--- src/rtl/cu_return_arbiter_pkg.sv ---
// Shared AFU definitions: the return-arbiter state encoding and the
// cu_return_done status-word layout ([0:63] bit numbering, bit 0 = MSB).
package AFU_PKG;

  typedef enum logic [1:0] {IDLE, POST, CLEAR} cu_return_state_t;

  localparam int CU_RETURN_DONE_VALID_BIT = 63;
  localparam int CU_RETURN_DONE_ID_MSB    = 0;
  localparam int CU_RETURN_DONE_ID_LSB    = 7;

  // Builds the posted status word: CU index in [0:7], valid flag in [63].
  function automatic logic [0:63] cu_return_done_word(input logic [7:0] id);
    logic [0:63] w;
    w = '0;
    w[CU_RETURN_DONE_ID_MSB:CU_RETURN_DONE_ID_LSB] = id;
    w[CU_RETURN_DONE_VALID_BIT] = 1'b1;
    return w;
  endfunction

endpackage

--- src/rtl/cu_return_arbiter_rr.sv ---
// Combinational round-robin picker: first requester at or after
// (last_grant + 1) mod NUM_REQ, wrapping.
module round_robin_arbiter #(
  parameter int NUM_REQ = 4,
  parameter int IDX_W   = (NUM_REQ > 1) ? $clog2(NUM_REQ) : 1
) (
  input  logic [NUM_REQ-1:0] req,
  input  logic [IDX_W-1:0]   last_grant,
  output logic [NUM_REQ-1:0] grant,
  output logic [IDX_W-1:0]   grant_idx,
  output logic               any_grant
);

  logic [IDX_W:0] cand;

  // Walk offsets from farthest to nearest so the nearest requester wins.
  always_comb begin
    grant_idx = '0;
    any_grant = 1'b0;
    cand      = '0;
    for (int i = NUM_REQ; i >= 1; i--) begin
      cand = {1'b0, last_grant} + (IDX_W+1)'(i);
      if (cand >= (IDX_W+1)'(NUM_REQ)) begin
        cand = cand - (IDX_W+1)'(NUM_REQ);
      end
      if (req[cand[IDX_W-1:0]]) begin
        grant_idx = cand[IDX_W-1:0];
        any_grant = 1'b1;
      end
    end
    grant = NUM_REQ'(any_grant) << grant_idx;
  end

endmodule

--- src/rtl/cu_return_arbiter.sv ---
// Serialises per-CU completion reports onto the host-polled cu_return /
// cu_return_done pair, one at a time, round-robin, held until acknowledged.
module cu_return_arbiter
  import AFU_PKG::*;
#(
  parameter int NUM_CU = 4
) (
  input  logic                   clock,
  input  logic                   rstn,
  input  logic                   enable,
  input  logic [NUM_CU-1:0]      cu_done_valid,
  input  logic [NUM_CU-1:0][0:63] cu_done_value,
  output logic [NUM_CU-1:0]      cu_done_ready,
  input  logic                   cu_return_done_ack,
  output logic [0:63]            cu_return,
  output logic [0:63]            cu_return_done,
  output logic [NUM_CU-1:0]      pending_mask,
  output logic [31:0]            done_count,
  output logic                   spurious_ack
);

  localparam int IDX_W = (NUM_CU > 1) ? $clog2(NUM_CU) : 1;

  cu_return_state_t  state_reg, state_next;
  logic [IDX_W-1:0]  last_grant_reg;
  logic [NUM_CU-1:0] rr_grant;
  logic [IDX_W-1:0]  rr_idx;
  logic              rr_any;
  logic              transfer;

  logic [0:63]       cu_return_reg;
  logic [0:63]       cu_return_done_reg;
  logic [NUM_CU-1:0] pending_mask_reg;
  logic [31:0]       done_count_reg;
  logic              spurious_ack_reg;

  round_robin_arbiter #(
    .NUM_REQ (NUM_CU),
    .IDX_W   (IDX_W)
  ) u_rr (
    .req        (cu_done_valid),
    .last_grant (last_grant_reg),
    .grant      (rr_grant),
    .grant_idx  (rr_idx),
    .any_grant  (rr_any)
  );

  // Ready is gated by rstn so no CU sees an accept while reset is held.
  always_comb begin
    state_next    = state_reg;
    cu_done_ready = '0;
    transfer      = 1'b0;
    case (state_reg)
      IDLE: begin
        if (rstn && enable && rr_any) begin
          cu_done_ready = rr_grant;
          transfer      = 1'b1;
          state_next    = POST;
        end
      end
      POST: begin
        if (cu_return_done_ack) state_next = CLEAR;
      end
      CLEAR: state_next = IDLE;
      default: state_next = IDLE;
    endcase
  end

  // A report posted when reset hits is dropped; its CU already saw the transfer.
  always_ff @(posedge clock or negedge rstn) begin
    if (!rstn) begin
      state_reg          <= IDLE;
      last_grant_reg     <= IDX_W'(NUM_CU - 1);
      cu_return_reg      <= '0;
      cu_return_done_reg <= '0;
      pending_mask_reg   <= '0;
      done_count_reg     <= '0;
      spurious_ack_reg   <= 1'b0;
    end else begin
      state_reg        <= state_next;
      pending_mask_reg <= cu_done_valid;
      spurious_ack_reg <= cu_return_done_ack && (state_reg != POST);
      if (transfer) begin
        last_grant_reg     <= rr_idx;
        cu_return_reg      <= cu_done_value[rr_idx];
        cu_return_done_reg <= cu_return_done_word(8'(rr_idx));
      end
      if (state_reg == POST && cu_return_done_ack) begin
        done_count_reg <= done_count_reg + 32'd1;
      end
      if (state_reg == CLEAR) begin
        cu_return_reg      <= '0;
        cu_return_done_reg <= '0;
      end
    end
  end

  assign cu_return      = cu_return_reg;
  assign cu_return_done = cu_return_done_reg;
  assign pending_mask   = pending_mask_reg;
  assign done_count     = done_count_reg;
  assign spurious_ack   = spurious_ack_reg;

endmodule

--- config.mk ---
export PLATFORM = sky130hd
export DESIGN_NAME = cu_return_arbiter
export DESIGN_NICKNAME = d
export VERILOG_FILES = /design/src/rtl/cu_return_arbiter_pkg.sv /design/src/rtl/cu_return_arbiter_rr.sv /design/src/rtl/cu_return_arbiter.sv
export SDC_FILE = /design/constraint.sdc
export NUM_CORES = 1
export LEC_CHECK = 0
export CORE_AREA = 2 2 167 169
export CTS_CLUSTER_SIZE = 25
export DETAILED_ROUTE_END_ITERATION = 8
export DIE_AREA = 0 0 169 171
export HOLD_SLACK_MARGIN = 0.05
export REMOVE_ABC_BUFFERS = 1
export SYNTH_ARGS = -nofsm -noshare
export SYNTH_HDL_FRONTEND = slang
export SYNTH_SLANG_ARGS = --single-unit
--- constraint.sdc ---
create_clock -name clock -period 4.4 [get_ports clock]
set_input_delay 0.88 -clock clock [delete_from_list [all_inputs] [get_ports clock]]
set_output_delay 0.88 -clock clock [all_outputs]
set_load 0.02 [all_outputs]
-- After elaboration in Yosys (flattened, before gate mapping)
Cells that the tools add are included.
- memories: 0
- memory bits (read-only): 0
- logic and storage cells: 71
- bits in registers: 169
- output and inout bits: 169
- input port bits: 264
- memory bits (writable): 0
- latch bits: 0
- reductions and logical operators: 7
- divide/modulo/power cells: 0
- eq/ne operators: 5
- multiplexer cells: 33
- shift operators: 1
- bitwise logic cells: 0
- $lt $le $gt $ge: 9
- multipliers: 0
- add/subtract/negate cells: 9
- operator list (cell ; number):
    $mux 64 ; 5
    $bmux 64 s2 ; 1
    $add 32x1->32 const B ; 1
    $mux 2 ; 10
    $lt 2x3->1 const B ; 5
    $ge 3x3->1 const B ; 4
    $mux 1 ; 10
    $bmux 1 s2 ; 4
    $mux 4 ; 2
    $sub 2x1->2 const B ; 4
    $add 2x2->3 const B ; 2
    $logic_and 1x1->1 ; 4
    $ne 2x2->1 const B ; 2
    $pmux 2 s2 ; 1
    $shl 1x2->4 ; 1
    $add 2x1->3 const B ; 1
    $add 2x3->3 const B ; 1
    $eq 2x1->1 const B ; 1
    $eq 2x2->1 const B ; 1
    $logic_not 2->1 ; 1
    $ne 2x1->1 const B ; 1
    $reduce_and 2->1 ; 1
    $reduce_bool 2->1 ; 1

-- Longest topological paths before layout
- word-level depth: 14
- mapped depth: 7
- mapped depth without buffers: 6

-- Hierarchy
A second synthesis with hierarchy kept.
- cells, all modules: 464
- area, all modules: 6261.0 sq um
- modules (own cells, without submodules) (module ; area an instance (sq um) ; cells each ; seq. area each (sq um) ; times used):
    cu_return_arbiter ; 6093.3 ; 436 ; 2705.1 ; 1
    round_robin_arbiter ; 167.7 ; 28 ; 0.0 ; 1

-- Worst setup path before layout
Ideal clock, no wire load.
- kind: input port to output port
- start: input port cu_done_valid[0]
- end: output port cu_done_ready[2]
- data arrival time: 2.151 ns
- cell stages on the path: 6
- path buffers: 2
- required time: 3.520 ns
- slack: 1.369 ns
- cell sequence: or4_4 -> nand2_2 -> nor2_2 -> buf_4 -> buf_4 -> and2_1
- longest elaborated chain between the ends: 9
- elaborated cells on any way between the ends: 20
- those cells by class: shift: 1; mux: 18; reduce/logical: 1
- ends and longest elaborated chain (element ; RTL line ; source):
    start, declared ; cu_return_arbiter.sv:11 ; input logic [NUM_CU-1:0] cu_done_valid,
    $bmux 1 s2 ; cu_return_arbiter_rr.sv:26 ; if (req[cand[IDX_W-1:0]]) begin
    $mux 1 (implied by the code) ; cu_return_arbiter_rr.sv:26 ;
    $mux 1 / $mux 2 (equally long branches) (4 in a row) ; cu_return_arbiter_rr.sv:26 ;
    $shl 1x2->4 / $logic_and 1x1->1 (equally long branches) ; cu_return_arbiter_rr.sv:31, cu_return_arbiter.sv:55 ;
    $mux 4 (*) ; cu_return_arbiter.sv:55 ; if (rstn && enable && rr_any) begin
    $mux 4 (*) ; cu_return_arbiter.sv:53 ; case (state_reg)
    end, declared ; cu_return_arbiter.sv:13 ; output logic [NUM_CU-1:0] cu_done_ready,
Mark *: on every way between the ends. The rest lies on a longest branch, timed or not. The select of a mux whose other input is x is not followed.

-- Worst setup path after layout
- start: input port cu_done_valid[2]
- end: output port cu_done_ready[0]
Same word-level chain as after synthesis.

==> metrics.md <==
| Metric | Value |
|---|---|
| Status | completed |
| Iter 0 DRT Violations | 363 |
| Crit share post-route | 88.9% |
| Power Total | slightly below 0.005 W |
| Achievable frequency | approximately 260 MHz |
| # fillers | 2720 |
| Crit path DAT | approximately 3000 ps |
| Initial antenna violation count | 0 |
| Total Nets Final | 1276 |
| Port Buffer Count | 371 |
| Post-Route WL | 24.5 mm |
| Post-Synth Simple-Gate Area | 14.9% |
| Worst VDD drop | roughly 0.00029 V |
| Drt first pass iters | 4 |
| RSZ-0062 raised after global routing | no |
| Worst-path cell chain | clkdlybuf4s50_1 > nand2b_1 > o21ai_1 > a21oi_4 > and3_1 > clkdlybuf4s50_1 |
| Worst Setup End Kind | output pin |
| Final setup fails | 0 |
| Mapped Area | 7230 um2 |
| Clock buffer depth | 2 |
| Starting Density | about a quarter |
| Final setup margin | 488 ps |
| Leading cell type in the layout, fill and taps excluded | clkdlybuf4s50_1 |
| Adder-cell area share of the yosys netlist | 0.173% |
| DR vias/cell | 4.69 |
| Cell Pwr Density | 451 nW/um2 |
| Largest family of logic cells by synthesized area | multiplexers |
| GP Congestion | roughly 0.76 |
| Worst-path fanout max | 9 |
| DR vias | ~6400 |
| CP Buf/Inv Count | 2 |
| Worst reg-to-reg setup slack | roughly 1600 ps |
| Place WS | ~430 ps |
| Syn Inst Count | 677 |
| Clock-pin slew on the worst setup and hold paths | 80 ps |
| Post-synthesis mux area share | 19.1% |
| Post-route DRC | 0 |
| Largest register FFs | between 60 and 70 |
| Post-DP HPWL | 17.9 mm |
| Worst Max-Slew Pin Slew | 937 ps |
| CTS Sinks | 108 |
| MaxCap Viol Count | 0 |
| Synth Area in XOR/XNOR | approximately 3.8% |
| Leak | 4.45 nW |
| Sw power | 0.00190 W |
| Clock share of power | 17.9% |
| Routed wire per std cell | 18.0 um |
| Max-slew violation count | 0 |
| Reg-to-Reg Start | last_grant_reg[1] |
| Die Wd | 169 um |
| Dpl cells | roughly 1300 |
| Post-CTS setup buffers | 0 |
| Clk Latency, worst-skew pair | 350 ps |
| Clock root cell | clkbuf_16 |
| Yosys warns | 0 |
| Core Region | 27300 um2 |
| Total global routing overflow | 0 |
| Sum Neg Setup Slack | 0 ps |
| Slowest CP cell | clkdlybuf4s50_1 |
| Post-synth cell types | 48 |
| Hold Path Class | flop to flop |
| Routed Antenna Nets | 0 |
| Hold Crit Start | done_count[31] |
| Hold_buf cts | 0 |
| Comb pwr share | 51.3% |
| CP Launch Type | input pin |
| Row count | 61 |
| Most frequent cells in the layout | clkdlybuf4s50_1, nand3_1, dfrtp_1, mux2i_1, mux2_2 |
| Layout area overhead | 52.4% |
| Compound-cell area share of the yosys netlist | 10.3% |
| Synthesized area per cell | about 11 um2 |
| Non-filler cells, final | about 1400 |
| Total track usage | 16.4% |
| # diodes | 0 |
| Layout cell share with drive strength beyond 1 | roughly a tenth |
| Largest delay share family, worst path | buffers and inverters |
| Total CTS buffers | 9 |
| CTS H-tree lvls | 3 |
| Beginning of the critical path | cu_done_valid[2] |
| Vias in the first global route | 6349 |
| Clock skew | 8.22 ps |
| Most frequent CP cell | clkdlybuf4s50_1 |
| Die area | 28900 um2 |
| Reg power frac | between 30% and 40% |
| Max-slew headroom | between 30 and 40% |
| Die Ht | 171 um |
| Sw frac | between 30% and 40% |
| Slowest stage delay, CP | 730 ps |
| Global-route wire length before repair | 36.7 mm |
| Critical path class | input pin to output pin |
| Final Hold Fails | 0 |
| Synth Register Bits | 108 |
| CTS tree | built |
| I/O pins | about 430 |
| Sequential area share after synthesis | between 30% and 40% |
| Pint | 0.00307 W |
| Worst endpoint required time | 3520 ps |
| Tmin final | 3910 ps |
| Pin count of the biggest net entering global routing | about 130 |
| CTS resizes | 0 |
routing by layer:
| layer | GRT usage (%) | up-vias | share of wire [%] |
|---|---|---|---|
| li1 | - | 3059 | - |
| met5 | 0 | - | 0 |
| met3 | 4.40 | 11 | 7.6 |
| met4 | 3.83 | 0 | 0.81 |
| met2 | 29.2 | 242 | 51 |
| met1 | 19.7 | 3073 | 41 |
final cells by class:
cell class | instances | area (um2) | share of cell area, %
inverters | 4 | 15.0 | 0.136
well taps | 346 | 433 | 3.93
repair buffers | 381 | 3820 | 34.7
clock buffers | 10 | 239 | 2.17
multi-input cells | 507 | 3720 | 33.7
flip-flops and latches | 108 | 2710 | 24.6
clock inverters | 6 | 82.6 | 0.750
through the flow:
stage                     area, um2  hold slack (ps)  utilization [%]
after floorplan                6430              475                -
after CTS                     11000              473             40.3
final                         11000              467             40.3
after global placement        10700              458             39.1
after detailed placement      10700              461             39.1
after global routing          11000              507             40.3
cells in the mapped netlist (all sizes together):
library cell	count	share of area (%)
nand3	136	9.5
dfrtp	106	37
buf	101	11
mux2i	66	9.1
mux2	64	10
a221o	63	8.7
nand2	20	1.1
xnor2	20	2.4
nor2	16	0.87
clkbuf	15	2.3
nand4	11	0.95
xor2	11	1.3
o21ai	5	0.35
and2	4	0.38
and3	4	0.35
inv	4	0.21
nor3	4	0.28
a21o	2	0.21
a21oi	2	0.29
dfstp	2	0.73
dlymetal6s2s	2	0.35
nor2b	2	0.17
nor4	2	0.17
or4	2	0.31
and3b	1	0.12
and4	1	0.12
and4b	1	0.14
and4bb	1	0.17
conb	1	0.052
ha	1	0.17
nand2b	1	0.087
nand4b	1	0.12
o211ai	1	0.10
o21a	1	0.12
o22ai	1	0.17
o31ai	1	0.29
or2	1	0.087
power by group through the flow:
stage	registers, W	clock network [W]	logic (W)
after floorplan	0.00190	0	0.00102
after global placement	0.00154	0	0.00257
after detailed placement	0.00154	0	0.00258
after CTS	0.00153	0.000939	0.00258
after global routing	0.00157	0.000974	0.00270
final	0.00153	0.000890	0.00255
worst reg2reg max path, stage by stage (launching register included):
cell and delay (ps):
dfstp_2 610, mux2i_1 230, o22ai_2 120, a21oi_4 290
buf_4 620, mux2_2 490, a221o_1 300
cells by family after synthesis:
family                   Yosys count
flip-flops                       108
AND/OR/NAND/NOR                  208
AO/OA/AOI/OAI                     76
multiplexers                     130
buffers and inverters            122
XOR/XNOR                          31
adder cells (fa/ha/maj)            1
other                              1
path summary, 6_finish.rpt:
check / endpoint / cells after the start
max: cu_done_ready[0] / 6
min in group asynchronous: pending_mask[3] / 2
max in group asynchronous: cu_return[9] / 3
max reg2reg: cu_return[20] / 6
min: done_count[31] / 1
min reg2reg: done_count[31] / 1
No activity file was read; power rests on OpenSTA's default activity.
